==> src/rtl/fetch_pkg.sv <==
// Shared types and constants for the instruction fetch front end.
// Latency: n/a (types only).
// Backpressure: n/a (types only).
// Contents: XLEN, NOP_INSTR, FSM state encoding, buffered {pc, instr} entry type.
package fetch_pkg;
   localparam int XLEN = 32;
   localparam logic [XLEN-1:0] NOP_INSTR = 32'h0000_0013;

   typedef enum logic [1:0] {
      IDLE  = 2'd0,
      RUN   = 2'd1,
      FLUSH = 2'd2
   } state_e;

   typedef struct packed {
      logic [XLEN-1:0] pc;
      logic [XLEN-1:0] instr;
   } fetch_entry_t;
endpackage

==> src/rtl/fetch_if.sv <==
// Bundle of the fetch unit's memory, redirect and decode-side signals.
// Latency: n/a (wires only).
// Backpressure: imem_ready throttles requests; dec_ready throttles the decode handshake.
// Modports: master = fetch unit (drives imem_req/addr, dec_*), slave = memory/execute/decode side.
interface fetch_if;
   import fetch_pkg::*;

   logic            imem_req;
   logic [XLEN-1:0] imem_addr;
   logic            imem_ready;
   logic            imem_rvalid;
   logic [XLEN-1:0] imem_rdata;
   logic            redirect_valid;
   logic [XLEN-1:0] redirect_pc;
   logic            dec_valid;
   logic [XLEN-1:0] dec_instr;
   logic [XLEN-1:0] dec_pc;
   logic            dec_ready;

   modport master (
      output imem_req, imem_addr, dec_valid, dec_instr, dec_pc,
      input  imem_ready, imem_rvalid, imem_rdata, redirect_valid, redirect_pc, dec_ready
   );

   modport slave (
      input  imem_req, imem_addr, dec_valid, dec_instr, dec_pc,
      output imem_ready, imem_rvalid, imem_rdata, redirect_valid, redirect_pc, dec_ready
   );
endinterface

==> src/rtl/fetch_fifo.sv <==
// Synchronous FIFO of {pc, instr} entries with a whole-buffer flush.
// Latency: a pushed entry appears on head_dat the cycle after the push (no bypass).
// Backpressure: a push into a full FIFO is accepted only alongside a pop; flush beats push and pop.
// Ports: clk/rst, flush, push/push_dat, pop, head_dat (valid when count != 0), count.
module fetch_fifo import fetch_pkg::*; #(
   parameter int DEPTH = 2
) (
   input  logic                     clk,
   input  logic                     rst,
   input  logic                     flush,
   input  logic                     push,
   input  fetch_entry_t             push_dat,
   input  logic                     pop,
   output fetch_entry_t             head_dat,
   output logic [$clog2(DEPTH):0]   count
);
   localparam int AW = $clog2(DEPTH);
   localparam logic [AW:0] FULL = (AW+1)'(DEPTH);

   fetch_entry_t  mem_q [DEPTH];
   fetch_entry_t  mem_d [DEPTH];
   logic [AW-1:0] wr_q, wr_d, rd_q, rd_d;
   logic [AW:0]   cnt_q, cnt_d;
   logic          do_push, do_pop;

   assign do_pop  = pop & (cnt_q != '0);
   assign do_push = push & ((cnt_q != FULL) | do_pop);

   always_comb begin
      mem_d = mem_q;
      wr_d  = wr_q;
      rd_d  = rd_q;
      cnt_d = cnt_q;
      if (flush) begin
         wr_d  = '0;
         rd_d  = '0;
         cnt_d = '0;
      end else begin
         if (do_push) begin
            mem_d[wr_q] = push_dat;
            wr_d        = wr_q + 1'b1;
         end
         if (do_pop) rd_d = rd_q + 1'b1;
         cnt_d = cnt_q + (AW+1)'(do_push) - (AW+1)'(do_pop);
      end
   end

   always_ff @(posedge clk or posedge rst) begin
      if (rst) begin
         mem_q <= '{default: '0};
         wr_q  <= '0;
         rd_q  <= '0;
         cnt_q <= '0;
      end else begin
         mem_q <= mem_d;
         wr_q  <= wr_d;
         rd_q  <= rd_d;
         cnt_q <= cnt_d;
      end
   end

   assign head_dat = mem_q[rd_q];
   assign count    = cnt_q;
endmodule

==> src/rtl/fetch_unit.sv <==
// Instruction fetch front end: owns the PC, issues in-order imem requests, buffers {pc, instr} for decode.
// Latency: with a 1-cycle memory, request in cycle N -> dec_valid in N+2; steady state one instruction per cycle.
// Backpressure: requests stop once in-flight plus buffered entries would exceed FIFO_DEPTH; dec_ready pops the head.
// Ports: clk, rst (async, active-high), bus (fetch_if.master); with FETCH_PERF_EN defined, also
//        perf_fetched / perf_redirects (32-bit wrapping counts of pops and redirects).
module fetch_unit import fetch_pkg::*; #(
   parameter logic [XLEN-1:0] RESET_PC   = 32'h0000_0000,
   parameter int              FIFO_DEPTH = 2
) (
   input  logic      clk,
   input  logic      rst,
   fetch_if.master   bus
`ifdef FETCH_PERF_EN
   ,
   output logic [XLEN-1:0] perf_fetched,
   output logic [XLEN-1:0] perf_redirects
`endif
);
   localparam int AW = $clog2(FIFO_DEPTH);
   localparam int CW = AW + 1;
   localparam logic [CW:0] OCC_MAX = (CW+1)'(FIFO_DEPTH);

   state_e          state_q, state_d;
   logic [XLEN-1:0] pc_q, pc_d;
   logic [XLEN-1:0] pcq_q [FIFO_DEPTH];
   logic [XLEN-1:0] pcq_d [FIFO_DEPTH];
   logic [AW-1:0]   pcq_wr_q, pcq_wr_d, pcq_rd_q, pcq_rd_d;
   logic [CW-1:0]   outstanding_q, outstanding_d;
   logic [CW-1:0]   drop_cnt_q, drop_cnt_d;
   logic [CW-1:0]   fifo_cnt;
   logic [CW:0]     occ;
   fetch_entry_t    fifo_head, fifo_wdat;
   logic            redir, dec_vld, pop, resp, drop, keep, req, issue, fifo_push;

   assign redir   = bus.redirect_valid;
   assign dec_vld = (fifo_cnt != '0);
   assign pop     = dec_vld & bus.dec_ready & ~redir;
   // A response with nothing outstanding is a protocol error and is ignored outright.
   assign resp    = bus.imem_rvalid & (outstanding_q != '0);
   assign drop    = resp & (drop_cnt_q != '0);
   assign keep    = resp & ~drop;
   // The slot freed by this cycle's pop counts as credit, so a 1-cycle memory sustains one fetch per cycle.
   assign occ     = {1'b0, outstanding_q} + {1'b0, fifo_cnt} - {{CW{1'b0}}, pop};
   assign req     = (state_q == RUN) & ~redir & (occ < OCC_MAX);
   assign issue   = req & bus.imem_ready;
   assign fifo_push = keep & ~redir;
   assign fifo_wdat = {pcq_q[pcq_rd_q], bus.imem_rdata};

   always_comb begin
      state_d       = state_q;
      pc_d          = pc_q;
      pcq_d         = pcq_q;
      pcq_wr_d      = pcq_wr_q;
      pcq_rd_d      = pcq_rd_q;
      outstanding_d = outstanding_q + CW'(issue) - CW'(resp);
      drop_cnt_d    = drop_cnt_q;

      if (issue) begin
         pcq_d[pcq_wr_q] = pc_q;
         pcq_wr_d        = pcq_wr_q + 1'b1;
         pc_d            = pc_q + XLEN'(4);
      end
      if (keep) pcq_rd_d = pcq_rd_q + 1'b1;
      if (drop) drop_cnt_d = drop_cnt_q - 1'b1;

      // Every request still in flight after this cycle belongs to the old path and must be discarded.
      if (redir) begin
         pc_d       = bus.redirect_pc & ~XLEN'(3);
         pcq_rd_d   = pcq_wr_d;
         drop_cnt_d = outstanding_d;
      end

      unique case (state_q)
         IDLE:    state_d = RUN;
         RUN:     if (redir && drop_cnt_d != '0) state_d = FLUSH;
         FLUSH:   if (drop_cnt_d == '0) state_d = RUN;
         default: state_d = IDLE;
      endcase
   end

   always_ff @(posedge clk or posedge rst) begin
      if (rst) begin
         state_q       <= IDLE;
         pc_q          <= RESET_PC;
         pcq_q         <= '{default: '0};
         pcq_wr_q      <= '0;
         pcq_rd_q      <= '0;
         outstanding_q <= '0;
         drop_cnt_q    <= '0;
      end else begin
         state_q       <= state_d;
         pc_q          <= pc_d;
         pcq_q         <= pcq_d;
         pcq_wr_q      <= pcq_wr_d;
         pcq_rd_q      <= pcq_rd_d;
         outstanding_q <= outstanding_d;
         drop_cnt_q    <= drop_cnt_d;
      end
   end

   fetch_fifo #(.DEPTH(FIFO_DEPTH)) u_fifo (
      .clk      (clk),
      .rst      (rst),
      .flush    (redir),
      .push     (fifo_push),
      .push_dat (fifo_wdat),
      .pop      (pop),
      .head_dat (fifo_head),
      .count    (fifo_cnt)
   );

   assign bus.imem_req  = req;
   assign bus.imem_addr = pc_q;
   assign bus.dec_valid = dec_vld;
   assign bus.dec_pc    = dec_vld ? fifo_head.pc : '0;
   assign bus.dec_instr = dec_vld ? fifo_head.instr : NOP_INSTR;

`ifdef FETCH_PERF_EN
   logic [XLEN-1:0] perf_fetched_q, perf_fetched_d;
   logic [XLEN-1:0] perf_redirects_q, perf_redirects_d;

   always_comb begin
      perf_fetched_d   = perf_fetched_q + XLEN'(pop);
      perf_redirects_d = perf_redirects_q + XLEN'(redir);
   end

   always_ff @(posedge clk or posedge rst) begin
      if (rst) begin
         perf_fetched_q   <= '0;
         perf_redirects_q <= '0;
      end else begin
         perf_fetched_q   <= perf_fetched_d;
         perf_redirects_q <= perf_redirects_d;
      end
   end

   assign perf_fetched   = perf_fetched_q;
   assign perf_redirects = perf_redirects_q;
`endif
endmodule

==> src/flat_wrapper.sv <==
// flat-port wrapper written by rule: the top's interface ports become plain ports
module fetch_unit_flat import fetch_pkg::*;
#(
   parameter logic [XLEN-1:0] RESET_PC   = 32'h0000_0000,
   parameter int              FIFO_DEPTH = 2
)
  (clk, rst, bus_imem_req, bus_imem_addr, bus_dec_valid, bus_dec_instr, bus_dec_pc, bus_imem_ready, bus_imem_rvalid, bus_imem_rdata, bus_redirect_valid, bus_redirect_pc, bus_dec_ready);
  fetch_if bus_i ();
  input  logic clk;
  input  logic rst;
  output wire logic [$bits(bus_i.imem_req)-1:0] bus_imem_req;
  output wire logic [$bits(bus_i.imem_addr)-1:0] bus_imem_addr;
  output wire logic [$bits(bus_i.dec_valid)-1:0] bus_dec_valid;
  output wire logic [$bits(bus_i.dec_instr)-1:0] bus_dec_instr;
  output wire logic [$bits(bus_i.dec_pc)-1:0] bus_dec_pc;
  input wire logic [$bits(bus_i.imem_ready)-1:0] bus_imem_ready;
  input wire logic [$bits(bus_i.imem_rvalid)-1:0] bus_imem_rvalid;
  input wire logic [$bits(bus_i.imem_rdata)-1:0] bus_imem_rdata;
  input wire logic [$bits(bus_i.redirect_valid)-1:0] bus_redirect_valid;
  input wire logic [$bits(bus_i.redirect_pc)-1:0] bus_redirect_pc;
  input wire logic [$bits(bus_i.dec_ready)-1:0] bus_dec_ready;
  assign bus_imem_req = bus_i.imem_req;
  assign bus_imem_addr = bus_i.imem_addr;
  assign bus_dec_valid = bus_i.dec_valid;
  assign bus_dec_instr = bus_i.dec_instr;
  assign bus_dec_pc = bus_i.dec_pc;
  assign bus_i.imem_ready = bus_imem_ready;
  assign bus_i.imem_rvalid = bus_imem_rvalid;
  assign bus_i.imem_rdata = bus_imem_rdata;
  assign bus_i.redirect_valid = bus_redirect_valid;
  assign bus_i.redirect_pc = bus_redirect_pc;
  assign bus_i.dec_ready = bus_dec_ready;
  fetch_unit #(.RESET_PC(RESET_PC), .FIFO_DEPTH(FIFO_DEPTH)) u_core (.clk(clk), .rst(rst), .bus(bus_i));
endmodule
==> config.mk <==
export PLATFORM = sky130hd
export DESIGN_NAME = fetch_unit_flat
export DESIGN_NICKNAME = d
export VERILOG_FILES = /design/src/rtl/fetch_pkg.sv /design/src/rtl/fetch_if.sv /design/src/rtl/fetch_fifo.sv /design/src/rtl/fetch_unit.sv /design/src/flat_wrapper.sv
export SDC_FILE = /design/constraint.sdc
export NUM_CORES = 1
export LEC_CHECK = 0
export CORE_MARGIN = 2
export CORE_UTILIZATION = 40
export DETAILED_ROUTE_END_ITERATION = 7
export PLACE_DENSITY = 0.74
export SYNTH_ARGS = -nofsm -noshare
export SYNTH_HDL_FRONTEND = slang
export SYNTH_SLANG_ARGS = --single-unit
export TNS_END_PERCENT = 20
==> constraint.sdc <==
create_clock -name clk -period 8.3 [get_ports clk]
set_input_delay 2.49 -clock clk [delete_from_list [all_inputs] [get_ports clk]]
set_output_delay 2.49 -clock clk [all_outputs]
set_load 0.02 [all_outputs]
* After elaboration in Yosys (flattened, before gate mapping)
Cells that the tools add are included.
Storage, ports and cells: register bits after elaboration 236, logic and storage cells 101
Operators by class: add/subtract/negate cells 12, $lt $le $gt $ge 7, eq/ne operators 5, multiplexer cells 29, bitwise logic cells 18, reductions and logical operators 15
Operators with widths (number):
- 32-bit two-way mux | 8
- 64-bit two-way mux | 4
- 128-bit bitwise mux | 1
- 64-bit bitwise mux | 1
- 64-bit demux with 1-bit select | 1
- 32-bit by 3-bit adder with 32-bit output (second input constant) | 1
- 32-bit demux with 1-bit select | 1
- 2-bit nonzero test | 8
- 1-bit AND | 11
- 2-bit two-way mux | 5
- 2-bit >= comparator (second input constant) | 4
- 1-bit NOT with 2-bit output | 4
- 1-bit two-way mux | 7
- 2-bit case mux with 3 select lines | 1
- 1-bit adder (second input constant) | 4
- 2-bit by 1-bit adder with 2-bit output | 2
- 2-bit zero test | 2
- 2-bit by 1-bit < comparator with 1-bit output (second input constant) | 2
- 2-bit != test (second input constant) | 2
- 2-bit AND reduction | 2
- 2-bit by 1-bit subtractor with 2-bit output | 2
- 2-bit by 2-bit adder with 3-bit output | 1
- 1-bit logical AND | 3
- 3-bit by 2-bit < comparator with 1-bit output (second input constant) | 1
- other kinds (7) | 8

* Longest topological paths before layout
Gate-level depths: netlist (run 1).
depth after elaboration 14, depth in mapped cells 18, depth with buffers taken out 16

* Cells and area by module
Synthesis (run 1) repeated with hierarchy kept, for this count alone.
Unflattened totals: cell total of the unflattened synthesis 858, area, all modules 11437.2 sq um
Modules (own cells, without submodules):
- fetch_fifo | times used 1, cells each 364, area an instance 5973.2 sq um, seq. area each 3303.2 sq um
- fetch_unit | times used 1, cells each 494, area an instance 5464.0 sq um, seq. area each 2452.4 sq um

* Least setup slack after synthesis (run 1)
No wires, ideal clock.
kind in2out, from in bus_redirect_valid, to out bus_imem_req, arrival 4.762 ns, path slack 1.048 ns, stages 9, buffers on the path 3, cell sequence buf_1 > clkbuf_1 > clkbuf_1 > nor2_1 > ha_1 > nand2b_1 > fa_1 > and3b_1 > and3_1
Between the ends: cells in the longest elaborated chain, start to end 5, elaborated cells between the ends (all ways) 6
Ends and longest elaborated chain:
- start, declared | RTL line flat_wrapper.sv:19 | input wire logic [$bits(bus_i.redirect_valid)-1:0] bus_redirect_valid;
- 1-bit NOT (no line) (*)
- 1-bit AND | RTL line fetch_unit.sv:37 | assign pop = dec_vld & bus.dec_ready & ~redir;
- 3-bit by 1-bit subtractor with 3-bit output | RTL line fetch_unit.sv:43 | assign occ = {1'b0, outstanding_q} + {1'b0, fifo_cnt} - {{CW{1'b0}}, pop};
- 3-bit by 2-bit < comparator with 1-bit output | RTL line fetch_unit.sv:44 | assign req = (state_q == RUN) & ~redir & (occ < OCC_MAX);
- 1-bit AND (*) | RTL line fetch_unit.sv:44
- end, declared | RTL line flat_wrapper.sv:11 | output wire logic [$bits(bus_i.imem_req)-1:0] bus_imem_req;
Mark *: on every way between the ends. The rest lies on a longest branch, timed or not.

* Worst setup path in the final report (run 1)
from in bus_dec_ready, to out bus_imem_req
Between the ends: cells in the longest elaborated chain, start to end 5
Ends and longest elaborated chain:
- start, declared | RTL line flat_wrapper.sv:21 | input wire logic [$bits(bus_i.dec_ready)-1:0] bus_dec_ready;
- 1-bit AND (2 in a row) | RTL line fetch_unit.sv:37
- 3-bit by 1-bit subtractor with 3-bit output | RTL line fetch_unit.sv:43
- 3-bit by 2-bit < comparator with 1-bit output | RTL line fetch_unit.sv:44
- 1-bit AND | RTL line fetch_unit.sv:44
Every way passes these cells.

==> results of run 1 <==
cell usage after synthesis (2+ instances only):
master	n	area, µm²
dfrtp_1	226	5660
nor2_1	134	503
mux2_2	118	1330
mux2i_1	94	941
a21oi_1	66	330
nand2_1	47	176
o21ai_0	28	140
clkbuf_1	23	86.3
buf_4	20	150
nand4_1	17	106
inv_1	16	60.1
nand3_1	12	60.1
xor2_1	12	105
xnor2_1	11	96.3
ha_1	9	113
mux2_1	9	101
buf_1	7	26.3
buf_6	6	67.6
o211ai_1	6	45.0
and3_1	5	31.3
nor2b_1	5	31.3
o311ai_0	5	43.8
nor3_1	4	20.0
and4_1	3	26.3
buf_2	3	15.0
nand2b_1	3	18.8
nand3b_1	3	22.5
a2111oi_4	2	55.1
inv_2	2	7.51
worst paths after layout:
kind	startpoint	endpoint	slack [ps]	cells after the start
worst max register to register	u_core.u_fifo.count[1]	u_core.state_q[1]	3980	16
worst max-delay path	bus_dec_ready	bus_imem_req	610	9
worst min register to register	u_core.u_fifo.mem_q[3]	u_core.u_fifo.mem_q[3]	490	1
min in group asynchronous	rst	u_core.u_fifo.mem_q[2]	2500	3
max in group asynchronous	rst	u_core.u_fifo.mem_q[7]	4300	4
worst min-delay path	u_core.u_fifo.mem_q[3]	u_core.u_fifo.mem_q[3]	490	1
registers in the layout, summed over array words and instances (netlist names):
name / flops
u_core.bus.imem_addr: 30
u_core.drop_cnt_q: 2
u_core.outstanding_q: 2
u_core.pcq_q: 60
u_core.pcq_rd_q: 1
u_core.pcq_wr_q: 1
u_core.state_q: 2
u_core.u_fifo.count: 2
u_core.u_fifo.mem_q: 124
u_core.u_fifo.rd_q: 1
u_core.u_fifo.wr_q: 1
metal layers:
metal  vias to the layer above  GRT usage [%]
li1                       3471              -
met1                      3596           25.2
met2                       190           26.5
met3                        37           3.18
met4                         0           4.16
met5                         -              0
cell usage in the layout, fill, tap and decap left out, types with 2 or more instances in the layout:
cell type / count
and4_1: 3
nand3_1: 12
dfrtp_1: 225
clkinv_2: 6
ha_1: 9
nand2_1: 47
a21oi_1: 66
clkbuf_16: 25
conb_1: 4
clkbuf_8: 6
inv_2: 2
clkinvlp_4: 3
o21ai_0: 28
mux2_1: 9
clkdlybuf4s50_1: 160
clkbuf_1: 3
nor2b_1: 5
nand3b_1: 3
nor3_1: 4
nand2b_1: 3
and3_1: 5
o311ai_0: 5
inv_1: 15
nor2_1: 133
mux2i_1: 94
inv_6: 2
buf_4: 12
xor2_1: 12
a2111oi_4: 2
mux2_2: 118
o211ai_1: 6
xnor2_1: 11
nand4_1: 17
cells by family (layout without fill, tap and decap cells):
logic type	count (synthesis)	in the layout	synth area share, %
AOI/OAI and AO/OA	117	117	6.59
xor gates and xnor gates	24	24	2.13
adders and majority gates	10	10	1.26
buffers and inverters	78	238	3.96
DFF	226	226	53.6
muxes	221	221	22.5
other	1	4	0.0355
and+or+nand+nor	239	239	9.95
stage by stage:
| stage | power (mW) | hold slack (ps) |
|---|---|---|
| global route | 4.75 | 499 |
| floorplan | 2.88 | 457 |
| finish | 4.44 | 488 |
| detailed placement | 3.40 | 476 |
| CTS | 4.50 | 490 |
| global placement | 3.32 | 467 |
where the power goes:
part / internal [mW] / switching (mW)
registers: 1.55 / 0.270
clock network: 0.640 / 0.445
logic: 0.765 / 0.769
final cells by class:
cell class | count | share of cell area (%)
clock buffers | 34 | 5.46
clock inverters | 12 | 0.769
inverters | 18 | 0.541
multi-input cells | 615 | 34.1
flip-flops and latches | 226 | 42.9
well taps | 335 | 3.18
repair buffers | 174 | 13.0
==> metrics.md, run 1 <==
| Metric | Value |
|---|---|
| Status | `finished clean` |
| First-pass GRT wire length | `39300 µm` |
| Unrepaired setup endpoints after global routing | `no` |
| Clk slew on worst S/H paths | `60 ps` |
| Max clock buf depth | `3` |
| Worst-Skew Late Latency | `530 ps` |
| Synth Cell Area | `10600 µm²` |
| Core Util, Final | `50.7%` |
| Ys async rst share | `100%` |
| Pre-antenna DRT Iters | `4` |
| CTS Hold Bufs | `0` |
| I/O pin cnt | `168` |
| Synthesis-stage register bit count | `226` |
| Fraction of final layout cells with drive strength greater than 1 | `17.2%` |
| N_diodes | `0` |
| Top sig layer | `met4` |
| Die Y | `166 µm` |
| CP required | `5810 ps` |
| Core area | `26000 µm²` |
| CP Class | `input port to primary output` |
| Cts repair resizes | `0` |
| Total grt overflow | `0` |
| Post-synth EDFFs | `0` |
| CTS HTree Levels | `1` |
| Pleak | `5.69 nW` |
| Power Density | `337 nW/µm²` |
| Total clock sinks | `226` |
| Crit-path leading delay family | `buffers and inverters` |
| Final setup TNS | `0 ps` |
| # Max-Cap Violations | `0` |
| # port buffers | `161` |
| Startpoint types | `input port` |
| Metal-1 WL | `11300 µm` |
| Seq/Total Area, Yosys | `53.6%` |
| Largest net degree at the start of global routing | `170` |
| WL final | `23400 µm` |
| Area growth syn-to-layout | `24.9%` |
| Detail Route Antenna Nets | `0` |
| Hpwl dp | `15300 µm` |
| DRC viols | `0` |
| CTS tree | `built` |
| Final hold vios | `0` |
| Fin area | `13200 µm²` |
| Die W | `166 µm` |
| Worst Skew | `12.7 ps` |
| Setup ws final | `611 ps` |
| Ys flop type | `dfrtp_1` |
| Multi-input logic area | `4500 µm²` |
| Critical path cell sequence | `clkdlybuf4s50_1 > nand2_1 > nor2_1 > ha_1 > nand2b_1 > fa_1 > xor2_1 > and3_1 > clkdlybuf4s50_1` |
| Peak supply drop | `0.203 mV` |
| Met3 wire len | `1270 µm` |
| Crit path time final | `7690 ps` |
| Worst-path fanout max | `5` |
| Slowest cell on crit path | `clkdlybuf4s50_1` |
| Dpl ws | `622 ps` |
| Non-filler cells, final | `1414` |
| Max Freq | `130 MHz` |
| WL met2 | `10400 µm` |
| Arr. time, crit path | `5200 ps` |
| Biggest cell delay along the critical path | `620 ps` |
| Via count | `7294` |
| Fin nets | `1140` |
| DR vias/cell | `5.16` |
| Initial antenna violation count | `0` |
| WL/cell | `16.6 µm` |
| Final RePlAce weighted congestion | `0.789` |
| Most used cell, CP | `clkdlybuf4s50_1` |
| Detailed Route Iter0 Violations | `498` |
| Vias in the first global route | `7414` |
| Post-Place Cells | `1368` |
| Slew headroom | `32.0%` |
| Num rows | `59` |
| Aggregate global-route resource usage | `17.2%` |
| Yosys warns | `0` |
| Final Cycle Share | `92.6%` |
| CP bufs+invs | `2` |
| Endpoint type of the worst setup path | `primary output` |
| Final setup violation count | `0` |
| Syn Inst Count | `916` |
| Post-CTS Setup Inserts | `0` |
| Worst min path class | `register to register` |
| Least-Margin Pin Slew | `1020 ps` |
| Total CTS buffers | `25` |
| Fillers | `2289` |
| DP Area | `12400 µm²` |
| FF/Latch Area | `5660 µm²` |
| CTS root buf | `clkbuf_16` |
| Starting Density | `40.6%` |
| Slew Viols, Final | `0` |
| Avg Cell Area, Syn | `11.5 µm²` |
| Netlist cell types | `49` |
| Die Footprint | `27700 µm²` |
No activity file was read; power rests on OpenSTA's default activity.
==> run 2: changes to the inputs <==
- CORE_UTILIZATION: 40 -> 49
- GPL_TIMING_DRIVEN: default -> 0
- PLACE_DENSITY: 0.74 -> 0.86
==> run 2 against run 1 <==
Count of clock-buffer cells in the layout is 2 lower. Combinational power up 7%. Via count grew 4.8%. Clock power fell by 6%. Largest cell class unchanged. Maximum frequency decreased by 3.4%. Die area fell by 18%. Non-clock buffer count rose by 50. Core utilization is 13 points higher. Critical path type unchanged. Sequential cell count unchanged. First-iteration DRC count fell by 24%.
==> metrics.md, run 2 (same netlist as run 1, synthesis figures left out) <==
| Metric | Value |
|---|---|
| CP Class | `input port to primary output` |
| Die W | `151 µm (-9.4%)` |
| DRC viols | `0 (unchanged)` |
| Worst min path class | `register to register` |
| Largest net degree at the start of global routing | `44 (-74%)` |
| Pleak | `5.84 nW (+2.6%)` |
| Crit path time final | `7960 ps (+274 ps)` |
| Total grt overflow | `0 (unchanged)` |
| CTS HTree Levels | `1 (unchanged)` |
| Startpoint types | `input port` |
| Slew Viols, Final | `0 (unchanged)` |
| WL final | `25200 µm (+7.4%)` |
| Pre-antenna DRT Iters | `5 (+1)` |
| Starting Density | `50.0% (+9.4 points)` |
| Detail Route Antenna Nets | `0 (unchanged)` |
| Arr. time, crit path | `5470 ps (+270 ps)` |
| Sw frac | `34.1% (+0.65 points)` |
| Worst-path fanout max | `28 (+23)` |
| # Max-Cap Violations | `0 (unchanged)` |
| Part of the power in combinational logic | `36.4% (+1.9 points)` |
| # port buffers | `161 (unchanged)` |
| Total CTS buffers | `24 (-4.0%)` |
| N_diodes | `0 (unchanged)` |
| FF/Latch Area | `5660 µm² (about the same)` |
| Final hold vios | `0 (unchanged)` |
| Largest Register | `u_core.u_fifo.mem_q` |
| CP required | `5810 ps (about the same)` |
| Core Util, Final | `63.5% (+13 points)` |
| Fraction of final layout cells with drive strength greater than 1 | `17.9% (+0.64 points)` |
| Status | `finished clean` |
| Area growth syn-to-layout | `26.9%` |
| Vias in the first global route | `7715 (+4.1%)` |
| Multi-input logic area | `4500 µm² (unchanged)` |
| DP Area | `12600 µm² (+2.1%)` |
| Die Y | `151 µm (-9.4%)` |
| Die Footprint | `22700 µm² (-18%)` |
| Dpl ws | `-720 ps (-1340 ps)` |
| Core area | `21100 µm² (-19%)` |
| Max clock buf depth | `3 (unchanged)` |
| WL/cell | `18.0 µm (+8.6%)` |
| Num rows | `53 (-10%)` |
| CTS tree | `built` |
| I/O pin cnt | `168 (unchanged)` |
| Endpoint type of the worst setup path | `primary output` |
| Setup ws final | `337 ps (-274 ps)` |
| Initial antenna violation count | `0 (unchanged)` |
| Detailed Route Iter0 Violations | `376 (-24%)` |
| Most frequent cells in the layout | `dfrtp_1, clkdlybuf4s50_1, nor2_1` |
| Max Freq | `126 MHz (-3.4%)` |
| Least-Margin Pin Slew | `859 ps (-161 ps)` |
| Flip-flop count of the largest register after layout | `124 (unchanged)` |
| Fillers | `1644 (-28%)` |
| Hpwl dp | `17800 µm (+17%)` |
| Unrepaired setup endpoints after global routing | `no` |
| Psw | `1.53 mW (+2.9%)` |
| Worst Skew | `11.5 ps (-1.23 ps)` |
| Total clock sinks | `226 (unchanged)` |
| Final setup violation count | `0 (unchanged)` |
| First-pass GRT wire length | `40500 µm (+3.1%)` |
| Clk slew on worst S/H paths | `60 ps (about the same)` |
| Fin area | `13400 µm² (+1.5%)` |
| DR vias/cell | `5.47 (+6.0%)` |
| P_int | `2.96 mW (about the same)` |
| Post-CTS Setup Inserts | `0 (unchanged)` |
| FF-to-FF setup slack | `3190 ps (-790 ps)` |
| Commonest non-fill, non-tap cell in the layout | `dfrtp_1` |
| Worst-Skew Late Latency | `520 ps (about the same)` |
| Power Density | `335 nW/µm² (-0.60%)` |
| Final Cycle Share | `95.9% (+3.3 points)` |
| Clk pwr share | `23.1% (-1.3 points)` |
| Aggregate global-route resource usage | `22.6% (+5.5 points)` |
| Register share of total power | `40.5% (-0.5 points)` |
| Via count | `7647 (+4.8%)` |
| Fin nets | `1189 (+4.3%)` |
| Slew headroom | `42.7% (+11 points)` |
| CTS root buf | `clkbuf_16` |
| Peak supply drop | `0.194 mV (-4.1%)` |
| Final RePlAce weighted congestion | `0.839 (+6.3%)` |
## run 2: cell types whose count changed in the layout (fill, tap and decap cells not counted), sizes merged
cell	change
buf	+27
clkbuf	+20
clkinv	-2
clkdlybuf4s50	+1
inv	-1
## run 2: final cells by class
cell class / instances / area share [%]
inverters: 18 / 0.533
clock buffers: 32 / 5.09
multi-input cells: 615 / 33.6
plain buffers: 58 / 2.59
clock inverters: 9 / 0.589
flip-flops and latches: 226 / 42.2
well taps: 275 / 2.57
repair buffers: 166 / 12.8
## run 2: final timing paths
| path | start | end | cells past startpoint |
|---|---|---|---|
| worst max-delay path | bus_redirect_valid | bus_imem_req | 9 |
| worst min register to register | u_core.u_fifo.mem_q[5] | u_core.u_fifo.mem_q[5] | 1 |
| worst min-delay path | u_core.u_fifo.mem_q[5] | u_core.u_fifo.mem_q[5] | 1 |
| max in group asynchronous | rst | u_core.bus.imem_addr[2] | 4 |
| worst max register to register | u_core.u_fifo.count[1] | u_core.pcq_q[18] | 15 |
| min in group asynchronous | rst | u_core.u_fifo.mem_q[2] | 2 |
## run 2: timing repair
item / in CTS / in global routing
setup endpoints to repair: 1 / 1
gates resized for setup: 3 / 1
hold buffers: 0 / 0
hold endpoints to repair: 0 / 0
## run 2: layer usage
| metal | wire length, µm | track usage [%] |
|---|---|---|
| met1 | 10800 | 31.1 |
| met2 | 12300 | 37.7 |
| met3 | 1460 | 3.48 |
| met4 | 545 | 6.12 |
| met5 | 0 | 0 |
## run 2: critical path: stages
cell	delay, ps
clkdlybuf4s50_1	590
buf_4	350
nor2_1	100
ha_1	270
nand2b_1	150
fa_1	490
and3b_1	220
and3_1	200
clkdlybuf4s50_1	610
## run 2: through the flow
| stage | instances | hold slack, ps | TNS [ps] | power [mW] |
|---|---|---|---|---|
| finish | 1399 | 488 | 0 | 4.48 |
| global route | 1399 | 504 | 0 | 4.76 |
| CTS | 1400 | 492 | 0 | 4.50 |
| detailed placement | 1360 | 478 | -720 | 3.45 |
| global placement | 1355 | 467 | -685 | 3.36 |
| floorplan | 919 | 457 | 0 | 2.88 |
## run 2: power by group through the flow
| stage | sequential (mW) | clock [mW] | combinational, mW |
|---|---|---|---|
| after detailed placement | 1.83 | 0 | 1.62 |
| after floorplan | 1.77 | 0 | 1.11 |
| final | 1.81 | 1.03 | 1.63 |
| after global routing | 1.87 | 1.10 | 1.79 |
| after global placement | 1.79 | 0 | 1.56 |
| after CTS | 1.81 | 1.05 | 1.64 |
